==> src/rtl/ofdm_pkg.sv <==
// ----------------------------------------------------------------------------
// ofdm_pkg
//   Shared constants and types for the receive payload path.
//   - N_SC    : sub-carriers per OFDM symbol (taken from `N, default 512)
//   - GUARD   : samples discarded at each end of a symbol
//   - PAY_LEN : payload samples per symbol (N_SC - 2*GUARD)
//   - SYM_W   : width of symbol counter / configured symbol count
//   - SC_W    : width of the sub-carrier counter
//   - state_e : sequencer FSM encoding {IDLE, ARMED, RUN, DONE, ERR}
//   No ports (package).
// ----------------------------------------------------------------------------
`ifndef N
`define N 512
`endif

package ofdm_pkg;

    localparam int N_SC    = `N;
    localparam int GUARD   = 16;
    localparam int PAY_LEN = N_SC - 2 * GUARD;
    localparam int SYM_W   = 4;
    localparam int SC_W    = $clog2(N_SC);

    // Sized copies of the boundaries so comparisons stay width-matched.
    localparam logic [SC_W-1:0]  SC_ZERO      = '0;
    localparam logic [SC_W-1:0]  SC_ONE       = SC_W'(1);
    localparam logic [SC_W-1:0]  SC_MAX       = SC_W'(N_SC - 1);
    localparam logic [SC_W-1:0]  SC_PAY_FIRST = SC_W'(GUARD);
    localparam logic [SC_W-1:0]  SC_PAY_LAST  = SC_W'(N_SC - GUARD - 1);
    localparam logic [SYM_W-1:0] SYM_ZERO     = '0;
    localparam logic [SYM_W-1:0] SYM_ONE      = SYM_W'(1);

    typedef enum logic [2:0] {
        ST_IDLE  = 3'd0,
        ST_ARMED = 3'd1,
        ST_RUN   = 3'd2,
        ST_DONE  = 3'd3,
        ST_ERR   = 3'd4
    } state_e;

    // True when a sub-carrier position lies inside the payload window.
    function automatic logic in_payload(input logic [SC_W-1:0] sc);
        return (sc >= SC_PAY_FIRST) && (sc <= SC_PAY_LAST);
    endfunction

endpackage

==> src/rtl/sc_sym_counter.sv <==
// ----------------------------------------------------------------------------
// sc_sym_counter
//   Sub-carrier counter (0..N_SC-1) cascaded into a symbol counter.
//   The sub-carrier counter advances on en_i and wraps N_SC-1 -> 0, bumping
//   the symbol counter on the wrap. clr_i (or rst_i) zeroes both.
// Ports
//   clk_i      in   1      clock
//   rst_i      in   1      synchronous active-high reset
//   clr_i      in   1      synchronous clear (new frame)
//   en_i       in   1      count one sample
//   last_sym_i in   SYM_W  index of the final symbol of the frame
//   sc_o       out  SC_W   current sub-carrier position (next sample's index)
//   sym_o      out  SYM_W  current symbol index
//   wrap_o     out  1      this enabled sample is the last of its symbol
//   last_o     out  1      position is the final sub-carrier of the final symbol
// ----------------------------------------------------------------------------
module sc_sym_counter
    import ofdm_pkg::*;
(
    input  logic             clk_i,
    input  logic             rst_i,
    input  logic             clr_i,
    input  logic             en_i,
    input  logic [SYM_W-1:0] last_sym_i,
    output logic [SC_W-1:0]  sc_o,
    output logic [SYM_W-1:0] sym_o,
    output logic             wrap_o,
    output logic             last_o
);

    logic [SC_W-1:0]  sc_q;
    logic [SYM_W-1:0] sym_q;

    assign sc_o   = sc_q;
    assign sym_o  = sym_q;
    assign wrap_o = en_i && (sc_q == SC_MAX);
    // Not gated by en_i: the caller combines it with wrap_o.
    assign last_o = (sc_q == SC_MAX) && (sym_q == last_sym_i);

    always_ff @(posedge clk_i) begin
        if (rst_i || clr_i) begin
            sc_q  <= SC_ZERO;
            sym_q <= SYM_ZERO;
        end else if (en_i) begin
            if (sc_q == SC_MAX) begin
                sc_q  <= SC_ZERO;
                // With a 15-symbol frame this reaches 15 only on the final
                // wrap, which is also the frame end, so it never overflows
                // inside a frame.
                sym_q <= sym_q + SYM_ONE;
            end else begin
                sc_q <= sc_q + SC_ONE;
            end
        end
    end

endmodule

==> src/rtl/payload_sym_ctrl.sv <==
// ----------------------------------------------------------------------------
// payload_sym_ctrl
//   Frame-level sequencer for the receive payload path. Counts sub-carriers
//   and symbols on the FFT output stream and produces a registered select
//   strobe over the PAY_LEN payload samples of each symbol, stopping after
//   the configured number of symbols. Data is delayed one cycle outside this
//   block so it lines up with sel_vld.
//
//   Handshake: di_vld is a plain qualifier with no back-pressure. A sample is
//   consumed on every clock where di_vld=1 while the block is ARMED or RUN;
//   all outputs describe the sample consumed on the previous clock.
//
//   Build option: PAYLOAD_GAP_CHK_EN
//     defined   - a di_vld gap inside a symbol while running moves to ERR
//                 (err=1, busy=0, no frame_done); start or rst leaves ERR.
//     undefined - gaps pause the frame; err is tied 0; no ERR state.
//
// Ports
//   clk        in   1      clock
//   rst        in   1      synchronous active-high reset
//   start      in   1      pulse: arm a new frame (accepted only in IDLE/ERR)
//   cfg_nsym   in   SYM_W  payload symbols per frame, sampled on accepted start
//   di_vld     in   1      input sample valid
//   sel_vld    out  1      previous sample is payload
//   sc_idx     out  SC_W   payload index of that sample (valid with sel_vld)
//   sym_idx    out  SYM_W  symbol index of that sample (valid with sel_vld)
//   sym_last   out  1      that sample is the last payload sample of its symbol
//   busy       out  1      high in ARMED/RUN
//   frame_done out  1      one-cycle pulse in the DONE cycle
//   err        out  1      sticky gap flag (0 unless PAYLOAD_GAP_CHK_EN)
//   dbg_state  out  3      current FSM state encoding (state_e)
// ----------------------------------------------------------------------------
module payload_sym_ctrl
    import ofdm_pkg::*;
(
    input  logic             clk,
    input  logic             rst,
    input  logic             start,
    input  logic [SYM_W-1:0] cfg_nsym,
    input  logic             di_vld,
    output logic             sel_vld,
    output logic [SC_W-1:0]  sc_idx,
    output logic [SYM_W-1:0] sym_idx,
    output logic             sym_last,
    output logic             busy,
    output logic             frame_done,
    output logic             err,
    output logic [2:0]       dbg_state
);

    state_e           state_q;
    logic [SYM_W-1:0] nsym_q;
    logic             sel_vld_q;
    logic [SC_W-1:0]  sc_idx_q;
    logic [SYM_W-1:0] sym_idx_q;
    logic             sym_last_q;
    logic             busy_q;
    logic             frame_done_q;

    logic [SC_W-1:0]  sc_cnt;
    logic [SYM_W-1:0] sym_cnt;
    logic             cnt_wrap;
    logic             cnt_last;
    logic             cnt_en;
    logic             active;
    logic             start_ok;
    logic             frame_end;
    logic [SYM_W-1:0] last_sym;

    assign active    = (state_q == ST_ARMED) || (state_q == ST_RUN);
    assign cnt_en    = active && di_vld;
    assign frame_end = cnt_wrap && cnt_last;
    // Only meaningful while nsym_q >= 1, which holds whenever counting runs.
    assign last_sym  = nsym_q - SYM_ONE;

`ifdef PAYLOAD_GAP_CHK_EN
    logic err_q;
    assign start_ok = start && ((state_q == ST_IDLE) || (state_q == ST_ERR));
    assign err      = err_q;
`else
    assign start_ok = start && (state_q == ST_IDLE);
    assign err      = 1'b0;
`endif

    sc_sym_counter u_cnt (
        .clk_i      (clk),
        .rst_i      (rst),
        .clr_i      (start_ok),
        .en_i       (cnt_en),
        .last_sym_i (last_sym),
        .sc_o       (sc_cnt),
        .sym_o      (sym_cnt),
        .wrap_o     (cnt_wrap),
        .last_o     (cnt_last)
    );

    always_ff @(posedge clk) begin
        if (rst) begin
            state_q      <= ST_IDLE;
            nsym_q       <= SYM_ZERO;
            sel_vld_q    <= 1'b0;
            sc_idx_q     <= SC_ZERO;
            sym_idx_q    <= SYM_ZERO;
            sym_last_q   <= 1'b0;
            busy_q       <= 1'b0;
            frame_done_q <= 1'b0;
`ifdef PAYLOAD_GAP_CHK_EN
            err_q        <= 1'b0;
`endif
        end else begin
            // Per-sample outputs: describe the sample consumed this clock.
            sel_vld_q    <= 1'b0;
            sym_last_q   <= 1'b0;
            frame_done_q <= 1'b0;
            if (cnt_en) begin
                sel_vld_q  <= in_payload(sc_cnt);
                sym_last_q <= (sc_cnt == SC_PAY_LAST);
                sc_idx_q   <= sc_cnt - SC_PAY_FIRST;
                sym_idx_q  <= sym_cnt;
            end

            if (start_ok) begin
                nsym_q <= cfg_nsym;
`ifdef PAYLOAD_GAP_CHK_EN
                err_q  <= 1'b0;
`endif
                if (cfg_nsym == SYM_ZERO) begin
                    // Empty frame: go straight to DONE and pulse frame_done.
                    state_q      <= ST_DONE;
                    busy_q       <= 1'b0;
                    frame_done_q <= 1'b1;
                end else begin
                    state_q <= ST_ARMED;
                    busy_q  <= 1'b1;
                end
            end else begin
                case (state_q)
                    ST_ARMED: begin
                        if (di_vld) begin
                            state_q <= ST_RUN;
                        end
                    end
                    ST_RUN: begin
                        if (frame_end) begin
                            state_q      <= ST_DONE;
                            busy_q       <= 1'b0;
                            frame_done_q <= 1'b1;
`ifdef PAYLOAD_GAP_CHK_EN
                        end else if (!di_vld && (sc_cnt != SC_ZERO)) begin
                            // Gap inside a symbol; gaps at a symbol boundary
                            // (sc_cnt == 0) are allowed.
                            state_q <= ST_ERR;
                            busy_q  <= 1'b0;
                            err_q   <= 1'b1;
`endif
                        end
                    end
                    ST_DONE: begin
                        state_q <= ST_IDLE;
                    end
`ifdef PAYLOAD_GAP_CHK_EN
                    ST_ERR: begin
                        // Held until start (handled above) or rst.
                        state_q <= ST_ERR;
                    end
`endif
                    ST_IDLE: begin
                        state_q <= ST_IDLE;
                    end
                    default: begin
                        state_q <= ST_IDLE;
                        busy_q  <= 1'b0;
                    end
                endcase
            end
        end
    end

    assign sel_vld    = sel_vld_q;
    assign sc_idx     = sc_idx_q;
    assign sym_idx    = sym_idx_q;
    assign sym_last   = sym_last_q;
    assign busy       = busy_q;
    assign frame_done = frame_done_q;
    assign dbg_state  = state_q;

endmodule
==> config.mk <==
export PLATFORM = sky130hd
export DESIGN_NAME = payload_sym_ctrl
export DESIGN_NICKNAME = d
export VERILOG_FILES = /design/src/rtl/ofdm_pkg.sv /design/src/rtl/sc_sym_counter.sv /design/src/rtl/payload_sym_ctrl.sv
export SDC_FILE = /design/constraint.sdc
export NUM_CORES = 1
export LEC_CHECK = 0
export BUFFER_PORTS_ARGS = -buffer_cell sky130_fd_sc_hd__buf_2
export CORE_ASPECT_RATIO = 1.2
export CORE_UTILIZATION = 52
export CTS_BUF_LIST = sky130_fd_sc_hd__clkbuf_8
export DETAILED_ROUTE_END_ITERATION = 12
export HOLD_SLACK_MARGIN = 0.02
export PLACE_DENSITY = 0.76
export SLEW_MARGIN = 25
export SYNTH_ARGS = -nofsm -noshare
export SYNTH_HDL_FRONTEND = slang
export SYNTH_SLANG_ARGS = --single-unit
==> constraint.sdc <==
create_clock -name clk -period 1.8 [get_ports clk]
set_input_delay 0.27 -clock clk [delete_from_list [all_inputs] [get_ports clk]]
set_output_delay 0.27 -clock clk [all_outputs]
set_load 0.01 [all_outputs]
==> flow_metrics.py, run 1 <==
metrics = {
    "global_route": {
        "overall_routing_resource_usage_pct": 21.01,
        "grtUsageMet3_pct": 5.088,
        "antenna_found_initial": 0,
        "use_met2_pct": 38.55,
        "grt_pass1_wl_um": 5968,
        "grt_start_max_net_pins": 17,
        "gr-max-usage-layer": "met2",
        "grt_pass1_vias": 1347,
        "use_met1_pct": 23.70,
        "overflow": 0,
    },
    "route": {
        "wl_per_cell_um": 13.22,
        "drtPass1Iterations": 4,
        "drc": 0,
        "drt_iter0_markers": 31,
        "routed_via_density": 5.264,
        "drt-total-wl_um": 3859,
        "drtAntennaViolNets": 0,
        "dr_total_vias": 1537,
    },
    "floorplan": {
        "floorplan.initialDensity_pct": 54.25,
        "die_area_um2": 3693,
        "core-area_um2": 3309,
        "io_pins": 29,
        "fp-row-count": 23,
        "die_h_um": 66.37,
        "die_w_um": 55.64,
    },
    "power": {
        "seq_power_share_pct": 52.2,
        "power.clock.fraction_pct": 32.7,
        "comb_power_share_pct": 15.2,
        "peakVddDrop_mv": 0.7309,
        "switching_share_pct": 26.93,
        "p_per_area_nw_per_um2": 737.1,
        "p_sw_mw": 0.4340,
        "cellInternalPower_mw": 1.177,
        "static-leakage-power_nw": 0.8825,
    },
    "clock_tree": {
        "tritoncts": "yes",
        "ctsRootBufferMaster": "sky130_fd_sc_hd__clkbuf_8",
        "clk_latency_ps": 290,
        "cts.htree.levels": 2,
        "numClockSinks": 36,
        "ctsLongestPathBuffers": 2,
        "path_clk_slew_ps": 70,
        "cts_inserted_buffers": 5,
    },
    "worst_setup_path": {
        "timing.reg2reg.setup_slack_ps": 50,
        "critPathLaunch": "nsym_q[0]",
        "crit_path_cell_trace": "inv_1 > ha_1 > xor3_2 > nor4_4 > nand2_1 > a221oi_2",
        "crit_end": "dbg_state[0]",
        "cpLargestDelayFamily": "simple AND/OR/NAND/NOR gates",
        "cp.arrival_ps": 1960,
        "timing.critical_path.slowest_cell_delay_ps": 380,
        "worst_setup_path_class": "register to register",
        "regToRegStartpoint": "nsym_q[0]",
        "timing.rr.end": "dbg_state[0]",
        "required_ps": 2010,
        "endpoint_kind": "register",
        "kind_of_start_point_of_the_critical_path": "register",
        "cpMaxStageDelayCell": "sky130_fd_sc_hd__nor4_4",
        "worst-path-max-fanout": 4,
        "rr_worst_depth": 6,
        "critical_path_cell_count": 6,
        "cp_num_buf_inv": 1,
    },
    "finish": {
        "final-instance-count-excl-fill": 292,
        "layout-drive-gt1-share_pct": 25.88,
        "post-route-cell-area_um2": 2186,
        "final_common_cell": "sky130_fd_sc_hd__nand2_1",
        "final_cell_mix": "sky130_fd_sc_hd__nand2_1 (40), sky130_fd_sc_hd__dfxtp_1 (32), sky130_fd_sc_hd__buf_2 (26)",
        "layout-area-overhead-vs-synth_pct": 21.74,
        "nets": 276,
        "number_of_antenna_repair_diodes": 0,
    },
    "synth": {
        "synth_area_leaders": "sky130_fd_sc_hd__dfxtp_1 (40%), sky130_fd_sc_hd__ha_1 (9.1%), sky130_fd_sc_hd__nand2_1 (8.4%)",
        "ys_seq_area_share_pct": 40.14,
        "synthesis.yosys.warnings": 0,
        "synth_seq_cells": 36,
        "post-synth-top-area-fraction_pct": 40.14,
        "avg_synthesized_cell_area_um2": 8.390,
        "synthDominantAreaCellType": "sky130_fd_sc_hd__dfxtp_1",
        "synth_cells": 214,
        "post_synth_instance_area_um2": 1795,
        "netlist-cell-type-count": 37,
    },
    "sta": {
        "finalHoldViolations": 0,
        "fmax_mhz": 571.2,
        "rsz0062_at_grt": "yes",
        "setup_viol": 0,
        "timing.clock.skew_ps": 5.527,
        "final.period_utilization_pct": 97.27,
        "worst_slew_pin_slew_ps": 549.8,
        "maxSlewHeadroom_pct": 62.40,
        "final-max-slew-violation-count": 0,
        "timing.final.crit_period_ps": 1751,
    },
    "place": {
        "finalWeightedCongestion": 0.8402,
        "number_of_cells_after_detailed_placement": 281,
        "post-dp-hpwl_um": 2779,
        "port-buffer-count": 26,
        "detailed_place.area_um2": 2053,
    },
    "hold_path": {
        "worstHoldPathType": "primary input to register",
        "hold_path.startpoint": "cfg_nsym[2]",
    },
    "run_status": {
        "status": "completed",
    },
    "job": {
        "maxCapViolCount": 0,
    },
}
routing by layer:
| layer | part of all wire, % | up-vias |
|---|---|---|
| met1 | 45 | 707 |
| li1 | - | 789 |
| met3 | 3.4 | 8 |
| met5 | 0 | - |
| met2 | 50 | 33 |
| met4 | 1.7 | 0 |
cell type report:
type / count / area [µm²]
flip-flops and latches: 36 / 725.7
repair buffers: 47 / 300.3
clock inverters: 2 / 8.758
fillers: 273 / 1124
multi-input cells: 155 / 998.5
well taps: 37 / 46.29
inverters: 10 / 37.54
clock buffers: 5 / 68.82
worst min path at each step:
stage                 end  depth (start not counted)
5_1_grt         nsym_q[2]                          3
6_report        nsym_q[2]                          3
3_3_place_gp   sym_idx[2]                          2
4_1_cts         nsym_q[2]                          3
2_1_floorplan    sym_last                          1
3_5_place_dp    sc_idx[2]                          2
power groups by stage:
stage / logic, mW / clock network (mW) / registers (mW)
finish: 0.245 / 0.526 / 0.840
global route: 0.267 / 0.575 / 0.843
CTS: 0.242 / 0.540 / 0.839
detailed placement: 0.240 / 0 / 0.858
global placement: 0.237 / 0 / 0.856
floorplan: 0.148 / 0 / 0.865
worst reg2reg max path: stages, from the launching register on:
cell,delay (ps)
sky130_fd_sc_hd__dfxtp_2,370
sky130_fd_sc_hd__inv_1,50
sky130_fd_sc_hd__ha_1,200
sky130_fd_sc_hd__xor3_2,260
sky130_fd_sc_hd__nor4_4,380
sky130_fd_sc_hd__nand2_1,150
sky130_fd_sc_hd__a221oi_2,260
repair_timing:
action                                  4_1_cts  5_1_grt
setup buffers                                 0        4
resized for setup                             0        7
endpoints found under the setup margin        0        5
hold buffers                                  0        0
synthesized netlist by cell type:
| master | number |
|---|---|
| sky130_fd_sc_hd__a41oi_1 | 1 |
| sky130_fd_sc_hd__and3_1 | 1 |
| sky130_fd_sc_hd__clkbuf_1 | 7 |
| sky130_fd_sc_hd__nand2b_1 | 2 |
| sky130_fd_sc_hd__o21ai_0 | 1 |
| sky130_fd_sc_hd__or3_1 | 1 |
| sky130_fd_sc_hd__nor3_1 | 5 |
| sky130_fd_sc_hd__inv_1 | 10 |
| sky130_fd_sc_hd__nor2_1 | 23 |
| sky130_fd_sc_hd__nor4_4 | 1 |
| sky130_fd_sc_hd__a211oi_1 | 5 |
| sky130_fd_sc_hd__nand4_1 | 4 |
| sky130_fd_sc_hd__buf_2 | 4 |
| sky130_fd_sc_hd__ha_1 | 13 |
| sky130_fd_sc_hd__a21oi_1 | 19 |
| sky130_fd_sc_hd__a31oi_1 | 2 |
| sky130_fd_sc_hd__mux2i_1 | 1 |
| sky130_fd_sc_hd__a21boi_0 | 1 |
| sky130_fd_sc_hd__a2111o_1 | 1 |
| sky130_fd_sc_hd__o31ai_2 | 1 |
| sky130_fd_sc_hd__nor3b_1 | 1 |
| sky130_fd_sc_hd__o2bb2ai_1 | 1 |
| sky130_fd_sc_hd__nand2_1 | 40 |
| sky130_fd_sc_hd__conb_1 | 1 |
| sky130_fd_sc_hd__a2111oi_0 | 1 |
| sky130_fd_sc_hd__buf_4 | 2 |
| sky130_fd_sc_hd__clkbuf_2 | 1 |
| sky130_fd_sc_hd__nor4_1 | 2 |
| sky130_fd_sc_hd__xnor2_1 | 10 |
| sky130_fd_sc_hd__xor2_1 | 5 |
| sky130_fd_sc_hd__and2_1 | 2 |
| sky130_fd_sc_hd__a221oi_2 | 1 |
| sky130_fd_sc_hd__nand3_4 | 1 |
| sky130_fd_sc_hd__dfxtp_1 | 36 |
| sky130_fd_sc_hd__nand3b_1 | 1 |
| sky130_fd_sc_hd__xor3_2 | 1 |
| sky130_fd_sc_hd__nand3_1 | 5 |
kinds of logic after synthesis:
kind of cell	count (synthesis)	share of synthesized area (%)
mux	1	0.5575
compound gates	34	12.40
flops	36	40.14
simple gates	89	23.14
other cells	1	0.2089
fa+ha+maj	13	9.059
buf+inv	24	5.784
xor+xnor	16	8.710
sequential cells by signal, indices dropped and copies added (netlist names):
register / count
sel_vld: 1
sym_idx: 4
nsym_q: 4
u_cnt.sc_o: 9
sym_last: 1
busy: 1
frame_done: 1
dbg_state: 2
sc_idx: 9
u_cnt.sym_o: 4
stage by stage:
step | hold slack [ps] | TNS, ps | setup slack (ps) | total power, mW | utilization, %
6_report | 230.0 | 0 | 49.21 | 1.611 | 66.05
5_1_grt | 240.5 | -120.9 | -59.72 | 1.684 | 66.05
4_1_cts | 227.0 | 0 | 12.19 | 1.621 | 64.39
3_5_place_dp | 443.2 | 0 | 23.80 | 1.097 | 62.04
3_3_place_gp | 441.9 | 0 | 80.90 | 1.093 | 62.04
2_1_floorplan | 345.9 | 0 | 52.62 | 1.013 | -
Power figures use the tool's default switching activity.
==> inputs of run 2 (changes only) <==
Settings changed: CORE_UTILIZATION 52 to 39, PLACE_DENSITY 0.76 to 0.6.
==> run 2 against run 1 <==
Net effect: die area increased by 32%; register-to-register slack about the same; worst setup slack got worse by 1.3 ps; design area increased by 2.2%; combinational power about the same; global-route usage decreased by 3.4 points; non-clock buffer count increased by 2; sequential power about the same; wire length increased by 1.5%; critical path type unchanged; largest cell class unchanged; largest power group unchanged; highest routed layer unchanged.
==> flow_metrics.py, run 2 (synthesis results as in run 1) <==
metrics = {
    "route": {
        "drt-total-wl_um": 3917,
        "drtPass1Iterations": 4,
        "drtAntennaViolNets": 0,
        "dr_total_vias": 1554,
        "wl_per_cell_um": 12.47,
        "drt_iter0_markers": 51,
        "routed_via_density": 4.949,
        "drc": 0,
    },
    "power": {
        "static-leakage-power_nw": 0.9017,
        "cellInternalPower_mw": 1.227,
        "total_power_mw": 1.686,
        "seq_power_share_pct": 49.8,
        "comb_power_share_pct": 14.6,
        "p_per_area_nw_per_um2": 754.7,
        "switching_share_pct": 27.18,
        "p_sw_mw": 0.4582,
        "power.clock.fraction_pct": 35.6,
        "peakVddDrop_mv": 0.3836,
    },
    "hold_path": {
        "hold_path.startpoint": "cfg_nsym[0]",
        "worstHoldPathType": "primary input to register",
    },
    "worst_setup_path": {
        "regToRegStartpoint": "u_cnt.sc_o[0]",
        "critPathLaunch": "u_cnt.sc_o[0]",
        "required_ps": 2030,
        "endpoint_kind": "register",
        "timing.reg2reg.setup_slack_ps": 50,
        "cp.arrival_ps": 1980,
        "worst-path-max-fanout": 3,
        "kind_of_start_point_of_the_critical_path": "register",
        "worst_setup_path_class": "register to register",
    },
    "global_route": {
        "grt_start_max_net_pins": 17,
        "grt_pass1_vias": 1527,
        "overall_routing_resource_usage_pct": 17.61,
        "antenna_found_initial": 0,
        "overflow": 0,
        "grt_pass1_wl_um": 6741,
    },
    "run_status": {
        "status": "completed",
    },
    "floorplan": {
        "die_area_um2": 4880,
        "floorplan.initialDensity_pct": 41.50,
        "io_pins": 29,
        "fp-row-count": 26,
        "core-area_um2": 4327,
        "die_w_um": 63.94,
        "die_h_um": 76.33,
    },
    "sta": {
        "final-max-slew-violation-count": 0,
        "pnr_worst_setup_slack_ps": 47.90,
        "timing.clock.skew_ps": 3.340,
        "timing.final.crit_period_ps": 1752,
        "finalHoldViolations": 0,
        "setup_viol": 0,
        "final.period_utilization_pct": 97.34,
        "fmax_mhz": 570.7,
    },
    "place": {
        "finalWeightedCongestion": 0.8449,
        "post-dp-hpwl_um": 2850,
        "port-buffer-count": 26,
        "detailedPlace.worstSlack_ps": 14.87,
        "detailed_place.area_um2": 2077,
    },
    "job": {
        "maxCapViolCount": 0,
    },
    "clock_tree": {
        "ctsHoldBuffers": 0,
        "cts_inserted_buffers": 5,
        "numClockSinks": 36,
        "cts.htree.levels": 2,
        "ctsLongestPathBuffers": 2,
        "path_clk_slew_ps": 70,
        "tritoncts": "yes",
        "ctsRootBufferMaster": "sky130_fd_sc_hd__clkbuf_8",
        "clk_latency_ps": 290,
    },
    "finish": {
        "final_common_cell": "sky130_fd_sc_hd__nand2_1",
        "post-route-cell-area_um2": 2233,
        "final_cell_mix": "sky130_fd_sc_hd__nand2_1 (40), sky130_fd_sc_hd__dfxtp_1 (32), sky130_fd_sc_hd__buf_2 (26)",
        "fillerInstances": 418,
        "layout-area-overhead-vs-synth_pct": 24.39,
        "nets": 278,
        "number_of_antenna_repair_diodes": 0,
        "layout-drive-gt1-share_pct": 27.13,
    },
}
run 2: cell count changes in the layout (fill, tap and decap cells not counted), sizes merged:
cell / change
clkinv: +1
buf: +2
inv: -1
clkbuf: +1
run 2: path summary, 6_finish.rpt:
check | to | cells after the start
min | nsym_q[0] | 3
max reg2reg | u_cnt.sym_o[3] | 8
min reg2reg | sym_idx[0] | 2
max | u_cnt.sym_o[3] | 8
run 2: critical path, stage by stage (launching register included):
cell                      delay [ps]
sky130_fd_sc_hd__dfxtp_2         330
sky130_fd_sc_hd__ha_2            180
sky130_fd_sc_hd__nand4_1         110
sky130_fd_sc_hd__nor2_1          120
sky130_fd_sc_hd__ha_2            210
sky130_fd_sc_hd__nand3_4          90
sky130_fd_sc_hd__buf_4           160
sky130_fd_sc_hd__or3_1           340
sky130_fd_sc_hd__a21oi_1         140
run 2: per-layer routing:
layer,track usage (%),vias up,share of wire (%),wire length [µm]
li1,-,792,-,-
met1,20.97,733,44,1742
met2,30.21,22,51,1991
met3,4.042,7,3.3,131
met4,6.591,0,1.3,52
met5,0,-,0,0
run 2: area by class of cell:
type / count / area (µm²) / area share, %
clock buffer: 6 / 82.58 / 3.697
clock inverter: 2 / 10.01 / 0.4482
inverter: 10 / 37.54 / 1.681
multi-input combinational: 155 / 992.2 / 44.43
sequential: 36 / 725.7 / 32.49
tap: 56 / 70.07 / 3.137
timing repair buffer: 49 / 315.3 / 14.12
run 2: power groups by stage:
stage | Sequential [mW] | Clock [mW] | Combinational, mW
after CTS | 0.838 | 0.618 | 0.242
after global routing | 0.841 | 0.652 | 0.274
after detailed placement | 0.856 | 0 | 0.241
final | 0.839 | 0.601 | 0.246
after global placement | 0.856 | 0 | 0.239
after floorplan | 0.865 | 0 | 0.148
run 2: timing repair:
action | CTS | global route
setup buffers | 0 | 6
gates resized for setup | 0 | 6
cloned | 0 | 0
pin swaps | 0 | 2
setup endpoints to repair | 1 | 4
run 2: through the flow:
step | std cells | utilization, % | TNS (ps) | hold slack, ps
after global routing | 314 | 51.62 | -6.724 | 239.2
after CTS | 308 | 50.14 | -8.247 | 227.6
final | 314 | 51.62 | 0 | 226.9
after detailed placement | 300 | 48.00 | 0 | 443.3
after floorplan | 215 | - | 0 | 345.9
after global placement | 300 | 48.00 | 0 | 442.5
